[src/rtl/pipe_pkg.sv]
// -----------------------------------------------------------------------------
// pipe_pkg
// Shared definitions for the elastic pipeline stages of the ARMLEG datapath.
//   state_t             : occupancy state of a pipe_stage_skid instance
//   *_WIDTH_DEF         : default bundle / counter widths
//   <STAGE>_CTRL/DATA_W : per-stage bundle widths for the four stage instances
//   state_occupancy()   : number of entries held in a given state
// -----------------------------------------------------------------------------
package pipe_pkg;

    typedef enum logic [1:0] {
        ST_EMPTY = 2'd0,  // nothing held, outputs show a bubble
        ST_FULL  = 2'd1,  // one entry in the main register
        ST_SKID  = 2'd2   // main and skid registers both hold entries
    } state_t;

    localparam int unsigned CTRL_WIDTH_DEF = 9;
    localparam int unsigned DATA_WIDTH_DEF = 272;
    localparam int unsigned CNT_WIDTH_DEF  = 32;

    // Per-stage bundle widths used when instantiating the four stages.
    localparam int unsigned IFID_CTRL_W  = 1;
    localparam int unsigned IFID_DATA_W  = 96;
    localparam int unsigned IDEX_CTRL_W  = 9;
    localparam int unsigned IDEX_DATA_W  = 272;
    localparam int unsigned EXMEM_CTRL_W = 5;
    localparam int unsigned EXMEM_DATA_W = 203;
    localparam int unsigned MEMWB_CTRL_W = 2;
    localparam int unsigned MEMWB_DATA_W = 133;

    function automatic logic [1:0] state_occupancy(input state_t s);
        case (s)
            ST_FULL: return 2'd1;
            ST_SKID: return 2'd2;
            default: return 2'd0;
        endcase
    endfunction

endpackage

[src/rtl/sat_counter.sv]
// -----------------------------------------------------------------------------
// sat_counter
// Saturating up-counter for performance statistics.
//   i_clk   : clock, counts on rising edge
//   i_rst   : asynchronous active-high reset, clears the count
//   i_inc   : add one this cycle (ignored once the count is all ones)
//   i_clr   : synchronous clear, wins over i_inc
//   o_count : current count
// -----------------------------------------------------------------------------
module sat_counter #(
    parameter int WIDTH = 32
) (
    input  logic             i_clk,
    input  logic             i_rst,
    input  logic             i_inc,
    input  logic             i_clr,
    output logic [WIDTH-1:0] o_count
);

    logic [WIDTH-1:0] r_count;

    always_ff @(posedge i_clk or posedge i_rst) begin
        if (i_rst) begin
            r_count <= '0;
        end else if (i_clr) begin
            r_count <= '0;
        end else if (i_inc && (r_count != {WIDTH{1'b1}})) begin
            r_count <= r_count + WIDTH'(1);
        end
    end

    assign o_count = r_count;

endmodule

[src/rtl/pipe_stage_skid.sv]
// -----------------------------------------------------------------------------
// pipe_stage_skid
// Elastic pipeline-stage register with a two-entry skid buffer, synchronous
// flush, bubble zeroing of the control bundle and a saturating stall counter.
//
// Handshake: an entry moves across an interface on a rising CLOCK edge where
// both valid and ready are 1 (in_valid & in_ready = accept,
// out_valid & out_ready = drain). A producer holding valid=1 keeps its payload
// stable until it is accepted; in_ready and out_valid come straight from flops.
//
// Ports:
//   CLOCK, RESET          : clock; asynchronous active-high reset
//   flush                 : synchronous discard of all held entries
//   in_valid/in_ready     : upstream handshake
//   in_ctrl/in_data       : upstream control / data bundles
//   out_valid/out_ready   : downstream handshake
//   out_ctrl/out_data     : head entry (out_ctrl is zero on a bubble)
//   clr_stats             : synchronous clear of stall_count
//   stall_count           : saturating count of cycles with out_valid & !out_ready
//   occupancy             : entries held (0, 1 or 2); also exposes the FSM state
// -----------------------------------------------------------------------------
module pipe_stage_skid
    import pipe_pkg::*;
#(
    parameter int CTRL_WIDTH = 9,
    parameter int DATA_WIDTH = 272,
    parameter int CNT_WIDTH  = 32
) (
    input  logic                  CLOCK,
    input  logic                  RESET,
    input  logic                  flush,
    input  logic                  in_valid,
    output logic                  in_ready,
    input  logic [CTRL_WIDTH-1:0] in_ctrl,
    input  logic [DATA_WIDTH-1:0] in_data,
    output logic                  out_valid,
    input  logic                  out_ready,
    output logic [CTRL_WIDTH-1:0] out_ctrl,
    output logic [DATA_WIDTH-1:0] out_data,
    input  logic                  clr_stats,
    output logic [CNT_WIDTH-1:0]  stall_count,
    output logic [1:0]            occupancy
);

    state_t                r_state;
    state_t                w_state_next;
    logic                  r_in_ready;
    logic                  r_out_valid;
    logic [CTRL_WIDTH-1:0] r_main_ctrl;
    logic [DATA_WIDTH-1:0] r_main_data;
    logic [CTRL_WIDTH-1:0] r_skid_ctrl;
    logic [DATA_WIDTH-1:0] r_skid_data;

    logic w_accept;
    logic w_drain;
    logic w_load_main_in;
    logic w_load_main_skid;
    logic w_load_skid_in;

    assign w_accept = in_valid & r_in_ready;
    assign w_drain  = r_out_valid & out_ready;

    // Next-state and register-load selection.
    always_comb begin
        w_state_next     = r_state;
        w_load_main_in   = 1'b0;
        w_load_main_skid = 1'b0;
        w_load_skid_in   = 1'b0;
        case (r_state)
            ST_EMPTY: begin
                if (w_accept) begin
                    w_state_next   = ST_FULL;
                    w_load_main_in = 1'b1;
                end
            end
            ST_FULL: begin
                if (w_accept && w_drain) begin
                    w_load_main_in = 1'b1;
                end else if (w_accept) begin
                    w_state_next   = ST_SKID;
                    w_load_skid_in = 1'b1;
                end else if (w_drain) begin
                    w_state_next = ST_EMPTY;
                end
            end
            ST_SKID: begin
                if (w_drain) begin
                    w_state_next     = ST_FULL;
                    w_load_main_skid = 1'b1;
                end
            end
            default: begin
                w_state_next = ST_EMPTY;
            end
        endcase
        // Flush drops everything, including a same-cycle input; the data
        // registers keep their contents and are simply marked invalid.
        if (flush) begin
            w_state_next     = ST_EMPTY;
            w_load_main_in   = 1'b0;
            w_load_main_skid = 1'b0;
            w_load_skid_in   = 1'b0;
        end
    end

    // State plus the two registered handshake outputs, derived from the next
    // state so that neither depends combinationally on the current inputs.
    always_ff @(posedge CLOCK or posedge RESET) begin
        if (RESET) begin
            r_state     <= ST_EMPTY;
            r_in_ready  <= 1'b1;
            r_out_valid <= 1'b0;
        end else begin
            r_state     <= w_state_next;
            r_in_ready  <= (w_state_next != ST_SKID);
            r_out_valid <= (w_state_next != ST_EMPTY);
        end
    end

    always_ff @(posedge CLOCK or posedge RESET) begin
        if (RESET) begin
            r_main_ctrl <= '0;
            r_main_data <= '0;
            r_skid_ctrl <= '0;
            r_skid_data <= '0;
        end else begin
            if (w_load_main_in) begin
                r_main_ctrl <= in_ctrl;
                r_main_data <= in_data;
            end else if (w_load_main_skid) begin
                r_main_ctrl <= r_skid_ctrl;
                r_main_data <= r_skid_data;
            end
            if (w_load_skid_in) begin
                r_skid_ctrl <= in_ctrl;
                r_skid_data <= in_data;
            end
        end
    end

    sat_counter #(
        .WIDTH (CNT_WIDTH)
    ) u_stall_cnt (
        .i_clk   (CLOCK),
        .i_rst   (RESET),
        .i_inc   (r_out_valid & ~out_ready),
        .i_clr   (clr_stats),
        .o_count (stall_count)
    );

    assign in_ready  = r_in_ready;
    assign out_valid = r_out_valid;
    // Bubble zeroing keeps downstream write-enable style bits inert.
    assign out_ctrl  = r_main_ctrl & {CTRL_WIDTH{r_out_valid}};
    assign out_data  = r_main_data;
    assign occupancy = state_occupancy(r_state);

endmodule

[config.mk]
export PLATFORM = sky130hd
export DESIGN_NAME = pipe_stage_skid
export DESIGN_NICKNAME = d
export VERILOG_FILES = /design/src/rtl/pipe_pkg.sv /design/src/rtl/sat_counter.sv /design/src/rtl/pipe_stage_skid.sv
export SDC_FILE = /design/constraint.sdc
export NUM_CORES = 1
export LEC_CHECK = 0
export CAP_MARGIN = 0
export CORE_ASPECT_RATIO = 1.4
export CORE_UTILIZATION = 45
export CTS_CLUSTER_DIAMETER = 60
export DETAILED_ROUTE_END_ITERATION = 10
export GPL_TIMING_DRIVEN = 0
export HOLD_SLACK_MARGIN = 0.03
export PLACE_DENSITY = 0.85
export SLEW_MARGIN = 0
export SYNTH_ARGS = -nofsm -noshare
export SYNTH_HDL_FRONTEND = slang
export SYNTH_HIERARCHICAL = 1
export SYNTH_SLANG_ARGS = --single-unit
[constraint.sdc]
create_clock -name CLOCK -period 19.1 [get_ports CLOCK]
set_clock_uncertainty 0.15 [all_clocks]
set_input_delay 1.91 -clock CLOCK [delete_from_list [all_inputs] [get_ports CLOCK]]
set_output_delay 1.91 -clock CLOCK [all_outputs]
set_load 0.01 [all_outputs]
### After elaboration in Yosys (flattened, before gate mapping)

Index checks and enable logic that the tools add are counted.

| word-level totals | value |
|---|---|
| register bits | 598 |

| operators by class | value |
|---|---|
| add/subtract/negate cells | 1 |
| eq/ne operators | 4 |
| mux-type cells | 24 |
| bitwise logic cells | 5 |
| reduce and logical (&&, ||, !) cells | 6 |

Operators by type and width:

| kind | count |
|---|---|
| 2-to-1 mux 272 bit | 2 |
| 2-to-1 mux 32 bit | 2 |
| adder 32 x 1 -> 32 bit (second input constant) | 1 |
| != test 32 bit (second input constant) | 1 |
| 2-to-1 mux 9 bit | 2 |
| 2-to-1 mux 2 bit | 6 |
| bitwise AND 9 bit | 1 |
| 2-to-1 mux 1 bit | 9 |
| one-hot mux 2 bit (3 select lines) | 1 |
| nonzero test 2 bit | 3 |
| one-hot mux 2 bit (2 select lines) | 1 |
| bitwise AND 1 bit | 3 |
| == test 2 x 1 -> 1 bit (second input constant) | 1 |
| == test 2 bit (second input constant) | 1 |
| logical AND 1 bit | 2 |
| logical NOT 2 bit | 1 |
| != test 2 bit (second input constant) | 1 |
| one-hot mux 1 bit (2 select lines) | 1 |
| inverter 1 bit | 1 |

### Longest topological paths before layout

Gate-level depths: netlist of the first run.

| depth | value |
|---|---|
| depth in word-level cells | 7 |
| depth in mapped cells | 8 |

### Cells and area by module

Netlist of the first run, hierarchy kept.

Modules (own cells, without submodules):

| module | times used | cells each | area an instance (um^2) | seq. area each (um^2) |
|---|---|---|---|---|
| pipe_stage_skid | 1 | 2,254 | 25,615.8 | 14,164.8 |
| sat_counter | 1 | 195 | 1,826.8 | 800.8 |

### Worst setup path after synthesis of the first run

Ideal clock, no wire load.

| timing path | value |
|---|---|
| path kind | input to register |
| from | in flush |
| to | reg r_skid_ctrl[0] |
| library setup time | 0.125 ns |
| data arrival time | 3.184 ns |
| required time | 18.825 ns |
| path slack | 15.641 ns |
| stages | 6 |
| path buffers | 4 |
| cells stage by stage | clkbuf_1 or3_1 buf_2 buf_6 buf_6 mux2_4 |

| on the way | value |
|---|---|
| word-level cells in the longest chain between the ends | 1 |

RTL lines:

| item | RTL line | source |
|---|---|---|
| from (decl) | pipe_stage_skid.sv:31 | `input logic flush,` |
| 2-to-1 mux 1 bit | pipe_stage_skid.sv:98 | `if (flush) begin` |
| to (signal assigned) | pipe_stage_skid.sv:135 | `r_skid_ctrl <= in_ctrl;` |
| to (decl) | pipe_stage_skid.sv:51 | `logic [CTRL_WIDTH-1:0] r_skid_ctrl;` |

No other way between the ends.
A chain may end at the register's enable or synchronous reset.

### Worst setup path after layout of the first run

| timing path | value |
|---|---|
| from | reg r_out_valid, in the netlist out_valid |
| to | out out_ctrl[2] |

| on the way | value |
|---|---|
| word-level cells in the longest chain between the ends | 1 |

RTL lines:

| item | RTL line | source |
|---|---|---|
| from (decl) | pipe_stage_skid.sv:48 | `logic r_out_valid;` |
| from (signal assigned) | pipe_stage_skid.sv:116 | `r_out_valid <= (w_state_next != ST_EMPTY);` |
| bitwise AND 9 bit | pipe_stage_skid.sv:154 | `assign out_ctrl = r_main_ctrl & {CTRL_WIDTH{r_out_valid}};` |
| to (decl) | pipe_stage_skid.sv:38 | `output logic [CTRL_WIDTH-1:0] out_ctrl,` |

No other way between the ends.

==> results.md, run 1 <==
- Status: finished, final reports clean
- Share of cells above drive strength 1: 0.1428
- Ys Warns: 6
- Critical path endpoint: out_ctrl[2]
- Number of synthesized flops with an enable pin: 0
- Post-synthesis sequential area ratio: 0.5453
- Final hold slack: about 0.36 ns
- Worst reg2reg path depth: 6
- FP Rows: around 110
- Worst slew pin tran: around 1.1 ns
- DPL Wire Length: 67.24 mm
- Synth async-reset ratio: 1.000
- CP Class: reg2out
- Post-DRT Antenna Nets: 0
- Final Util: 0.6122
- Vias in the first global route: 24760
- # fillers: 4629
- Height of the die: roughly 290 um
- Final setup viols: 0
- DR WL/cell: between 20 and 25 um
- Largest net degree at the start of global routing: 133
- CTS resizes: 0
- Worst hold path class: reg2reg
- CTS root buffer: clkbuf_16
- Core Area: 59950 um2
- Clock sinks: 598
- Gr usage total: 0.3016
- Final Hold Vio Count: 0
- Crit-path cells: clkbuf_1 > and2_1 > clkdlybuf4s50_1
- CP top delay family: buffers and inverters
- Prevailing post-synth register cell: dfrtp_1
- Yosys cell types: 48
- Syn avg cell area: about 11 um2
- I/O Buffers: 601
- Hold-fix buffers, CTS: 0
- R2R Setup Slk: 16.12 ns
- Worst Path Max Fanout: 10
- FF-to-FF End: out_data[80]
- CP peak stage delay: 0.57 ns
- Initial antenna violation count: 15
- Crit path buf inv count: 2
- Area growth, synth to finish: 33.74%
- CP max-delay cell: clkdlybuf4s50_1
- P per Cell Area: 114.5 nW/um2
- Peak supply drop: 91.56 uV
- Endpoint type of the worst setup path: output pin
- Cells after Synth: 2449
- Crit path from: out_valid
- Period utilisation layout: 0.2314
- RSZ-0062 raised after global routing: false
- Initial Util: 0.4578
- Synth Net Count: approximately 2700
- Area of the die: 61990 um2
- RR Startpoint: r_state[0]
- Rel. slew slack: 0.2477
- Startpoint Class: register
- Arr. time, crit path: 2.36 ns
- Final wirelength: about 95 mm
- Max Fclk: 0.2263 GHz
- I/O pins: 604
- Worst EP required: between 15 and 20 ns
- Fin. max-slew vios: 0
- Clk_lat worst skew: 0.62 ns
- Nets: 3404
- GRT overflow: 0
- Post-CTS setup buffer count: 0
- LEAKAGE: ~14 nW
- First-pass GRT wire length: 145.4 mm
- Vias/cell: 6.064
- DRC errors left: 0
- H-tree levels: 2
- WP depth: 3
- CTS tree: built
- Max Cap Violations: 0
- Die W: about 210 um
- Initial DRC Count: 1935
- Synth Register Bits: 598
- Max Root-Sink Buffers: 3
- DR pass1 iterations: 8
- Area of the mapped netlist: 27440 um2
- Vias: 24180
- Minimum clock period: 4.419 ns
- TritonCTS Buffers: 59
- GPL Wtd Cong: 0.9064
- Worst-path clk slew: 0.06 ns
==> cell type report <==
class | instances | area, um2 | area share
timing repair buffer | 606 | 6146 | 0.1675
tap | 810 | 1013 | 0.02761
inverter | 10 | 45.04 | 0.001227
clock buffer | 83 | 1707 | 0.04650
multi-input combinational | 1580 | 11320 | 0.3085
sequential | 598 | 14970 | 0.4078
buffer | 261 | 1115 | 0.03037
antenna | 13 | 32.53 | 0.0008863
clock inverter | 27 | 354.1 | 0.009648
==> how the worst min path moves through the flow <==
stage,from,end,slack [ns],depth (start not counted)
2_1_floorplan,r_skid_data[247],r_skid_data[247],0.33,1
3_3_place_gp,r_skid_data[104],r_skid_data[104],0.34,1
3_5_place_dp,r_skid_data[90],r_skid_data[90],0.34,1
4_1_cts,r_skid_data[90],r_skid_data[90],0.36,1
5_1_grt,r_skid_data[187],r_skid_data[187],0.36,1
6_report,r_skid_data[106],r_skid_data[106],0.36,1
==> logic make-up (layout without fill, tap and decap cells) <==
group	after synthesis	in the layout	share of synthesized area
DFF	598	598	0.5453
xor gates and xnor gates	12	12	0.003830
muxes	283	283	0.1284
AOI/OAI and AO/OA	613	613	0.1268
other	0	13	0
buffers and inverters	271	987	0.04199
adders and majority gates	1	1	0.0004559
and+or+nand+nor	671	671	0.1532
==> report_power, final <==
group / leakage [nW] / total (mW) / switching, mW / internal, mW
Sequential: 7.00 / 1.87 / 0.226 / 1.65
Clock: 0.992 / 1.24 / 0.529 / 0.708
Combinational: 6.24 / 1.09 / 0.471 / 0.620
==> Yosys cell counts (all sizes together) (12+ instances only) <==
cell type | count | area share
mux2 | 282 | 0.13
and2 | 12 | 0.0027
clkbuf | 201 | 0.027
nor2 | 19 | 0.0026
nor3 | 286 | 0.052
buf | 60 | 0.013
dfrtp | 597 | 0.54
o21ai | 291 | 0.053
nand2 | 14 | 0.0019
nand3b | 281 | 0.077
a21oi | 21 | 0.0038
or3 | 12 | 0.0027
a31oi | 281 | 0.064
==> routing by layer <==
metal  wire, um  GRT usage
met1      34680     0.3472
met2      46180     0.4985
met3       8215    0.08495
met4       6305     0.1805
met5         37          0
==> stage by stage <==
step	area [um2]	TNS (ns)	total power, mW	instances	setup slack [ns]
global route	36700	0	4.359	3986	14.53
CTS	36650	0	4.196	3974	14.59
global placement	34470	-3053.47	2.914	3860	-5.503
finish	36700	0	4.202	3988	14.68
detailed placement	34590	0	2.956	3864	14.01
floorplan	27440	0	2.382	2449	1.211
==> sequential cells by signal (all words and copies together) (netlist names) <==
register / flops
in_ready: 1
r_skid_data: 272
out_valid: 1
u_stall_cnt/o_count: 32
r_skid_ctrl: 9
r_main_ctrl: 9
out_data: 272
r_state: 2
==> placed cells by master, fill, tap and decap left out, types with 9 or more instances in the layout <==
cell and n:
a31oi_1 281, diode_2 13, or3_1 12, and2_1 12, buf_2 42, clkbuf_16 59
nand3_1 9, mux2_4 90, nor2_1 19, o21ai_0 288, nor3_1 286, clkdlybuf4s50_1 601
o31ai_1 9, or4_1 9, nand2_1 14, clkbuf_1 211, a21oi_1 21, nand3b_1 281
buf_6 11, clkbuf_8 14, mux2_2 191, dfrtp_1 597
Power figures use the tool's default switching activity.
==> inputs of run 2 (changes only) <==
--- a/config.mk
+++ b/config.mk
@@ -12,7 +12,7 @@
 export DETAILED_ROUTE_END_ITERATION = 10
 export GPL_TIMING_DRIVEN = 0
 export HOLD_SLACK_MARGIN = 0.03
-export PLACE_DENSITY = 0.85
+export PLACE_DENSITY = 0.82
 export SLEW_MARGIN = 0
 export SYNTH_ARGS = -nofsm -noshare
 export SYNTH_HDL_FRONTEND = slang
==> constraint.sdc (replaced) <==
create_clock -name CLOCK -period 4.1 [get_ports CLOCK]
set_clock_uncertainty 0.15 [all_clocks]
set_input_delay 0.41 -clock CLOCK [delete_from_list [all_inputs] [get_ports CLOCK]]
set_output_delay 0.41 -clock CLOCK [all_outputs]
set_load 0.01 [all_outputs]
==> run 2 against run 1 <==
Net effect: sequential power grew to 4.7 times the previous value; flip-flop and latch count stayed put; critical path type is now reg2reg; clock power grew to 4.7 times the previous value.
==> results.md, run 2 (synthesis gave the netlist of run 1 again) <==
- Share of cells above drive strength 1: 0.1459 (+0.003054)
- I/O pins: 604 (unchanged)
- DPL Wire Length: 69.13 mm (+2.8%)
- Core Area: 59950 um2 (unchanged)
- Clk_lat worst skew: 0.63 ns (about the same)
- Post-DRT Antenna Nets: 0 (unchanged)
- CTS root buffer: clkbuf_16
- Worst-path clk slew: 0.07 ns (about the same)
- Final Hold Vio Count: 0 (unchanged)
- Final setup viols: 0 (unchanged)
- CTS tree: built
- DR pass1 iterations: 6 (-2)
- Largest net degree at the start of global routing: 43 (-68%)
- H-tree levels: 2 (unchanged)
- Minimum clock period: ~3 ns
- DR WL/cell: 24.21 um (+1.2%)
- Pre-CTS setup slack: 0.4905 ns (-13.52 ns)
- Nets: 3419 (+0.44%)
- Max Cap Violations: 0 (unchanged)
- Gr usage total: 0.3063 (+0.004700)
- Combinational power share: 0.260 (about the same)
- Worst slew pin tran: 1.066 ns (-0.06204 ns)
- GRT overflow: 0 (unchanged)
- Status: finished, final reports clean
- Crit path from: r_state[0]
- # fillers: 4722 (+2.0%)
- FP Rows: 106 (unchanged)
- Max Root-Sink Buffers: 3 (unchanged)
- I/O Buffers: 601 (unchanged)
- Initial antenna violation count: 19 (+4)
- Initial Util: 0.4578 (unchanged)
- Internal power: 13.92 mW (+370%)
- Clock Power Share: 0.296 (+0.002)
- Area growth, synth to finish: 34.68%
- Startpoint Class: register
- CP Class: reg2reg
- Sw Pwr: 5.736 mW (+370%)
- Commonest cells after routing, fill and taps aside: 601 x clkdlybuf4s50_1, 597 x dfrtp_1, 288 x o21ai_0
- Worst hold path class: in2reg
- Peak supply drop: 438.3 uV (+380%)
- Die W: 210.7 um (unchanged)
- Height of the die: 294.2 um (unchanged)
- Vias/cell: 6.068 (about the same)
- RSZ-0062 raised after global routing: false
- Rel. slew slack: 0.2891 (+0.04136)
- Max Fclk: about 0.33 GHz
- Area occupied by multi-input gates: 11320 um2 (unchanged)
- Final setup margin: 1.096 ns (-13.58 ns)
- Final Util: 0.6165 (+0.004279)
- Worst Path Max Fanout: 10 (unchanged)
- Clock sinks: 598 (unchanged)
- Vias: 24300 (+0.50%)
- Vias in the first global route: 25110 (+1.4%)
- TritonCTS Buffers: 60 (+1.7%)
- LEAKAGE: 14.36 nW (+0.85%)
- Arr. time, crit path: 3.34 ns (+0.98 ns)
- Fin. max-slew vios: 0 (unchanged)
- Sequential power share: 0.444 (-0.002)
- Endpoint type of the worst setup path: register
- Most common cell after layout, fill and taps aside: clkdlybuf4s50_1
- Worst EP required: 4.43 ns (-12.61 ns)
- DRC errors left: 0 (unchanged)
- GPL Wtd Cong: 0.9093 (+0.32%)
- Source of the worst hold timing path: in_data[159]
- P per Cell Area: 531.9 nW/um2 (+360%)
- Area of the die: 61990 um2 (unchanged)
- Final hold slack: 0.2826 ns (-0.07250 ns)
- Period utilisation layout: 0.7326
- Register area: 14970 um2 (unchanged)
- Initial DRC Count: 1955 (+1.0%)
- Final wirelength: 96.95 mm (+1.6%)
- Total power: 19.66 mW (+370%)
- RR Startpoint: r_state[0]
- First-pass GRT wire length: 147.4 mm (+1.4%)
- Switching share of power: 0.2918 (about the same)
## run 2: cell count changes in the layout (fill, tap and decap cells not counted), sizes merged, moves of 2 or more
cell,previous run,this run
buf,65,77
clkbuf,284,289
clkinv,13,11
dlygate4sd3,0,2
## run 2: critical path, cell delays in order (launching register included)
cell      delay, ns
dfrtp_1        0.48
a21boi_1       0.45
or2_2          0.21
clkbuf_1       0.62
buf_2          0.47
buf_2          0.35
a31oi_1        0.13
## run 2: what timing repair did
action	CTS	global route
hold endpoints to repair	1	7
hold buffers	1	1
setup buffers	0	0
resized for setup	0	0
endpoints found under the setup margin	0	0
## run 2: power by group through the flow
stage / Sequential [mW] / Clock [mW] / Combinational [mW]
2_1_floorplan: 8.80 / 0 / 2.30
3_3_place_gp: 8.69 / 0 / 4.90
3_5_place_dp: 8.74 / 0 / 5.07
4_1_cts: 8.67 / 5.90 / 5.11
5_1_grt: 8.86 / 6.09 / 5.47
6_report: 8.72 / 5.82 / 5.12
## run 2: stage by stage
stage / TNS [ns] / std cells / area [um2]
floorplan: -2356.26 / 2449 / 27450
global placement: -4466.66 / 3860 / 34480
detailed placement: 0 / 3876 / 34800
CTS: 0 / 3989 / 36890
global route: 0 / 4005 / 36960
finish: 0 / 4005 / 36960
## run 2: cell type report
cell class / count / share of cell area
Clock buffer: 88 / 0.04811
Buffer: 261 / 0.03016
Clock inverter: 24 / 0.008396
Inverter: 10 / 0.001117
Antenna cell: 14 / 0.0009479
Tap cell: 810 / 0.02742
Multi-Input combinational cell: 1580 / 0.3064
Sequential cell: 598 / 0.4049
Timing Repair Buffer: 620 / 0.1725
## run 2: metal layers
metal,part of all wire,global-route usage
met1,0.37,0.3516
met2,0.49,0.5183
met3,0.084,0.08463
met4,0.059,0.1622
met5,0.00054,0
## run 2: worst paths after layout
check                                          endpoint  slack [ns]  cells after the start
worst max register to register             out_data[85]        1.10                      6
worst min register to register          r_skid_data[91]        0.36                      1
min in group asynchronous       u_stall_cnt/o_count[19]        0.58                      3
worst min-delay path                   r_skid_data[159]        0.28                      2
worst max-delay path                       out_data[85]        1.10                      6
max in group asynchronous                 out_data[238]        1.61                      8
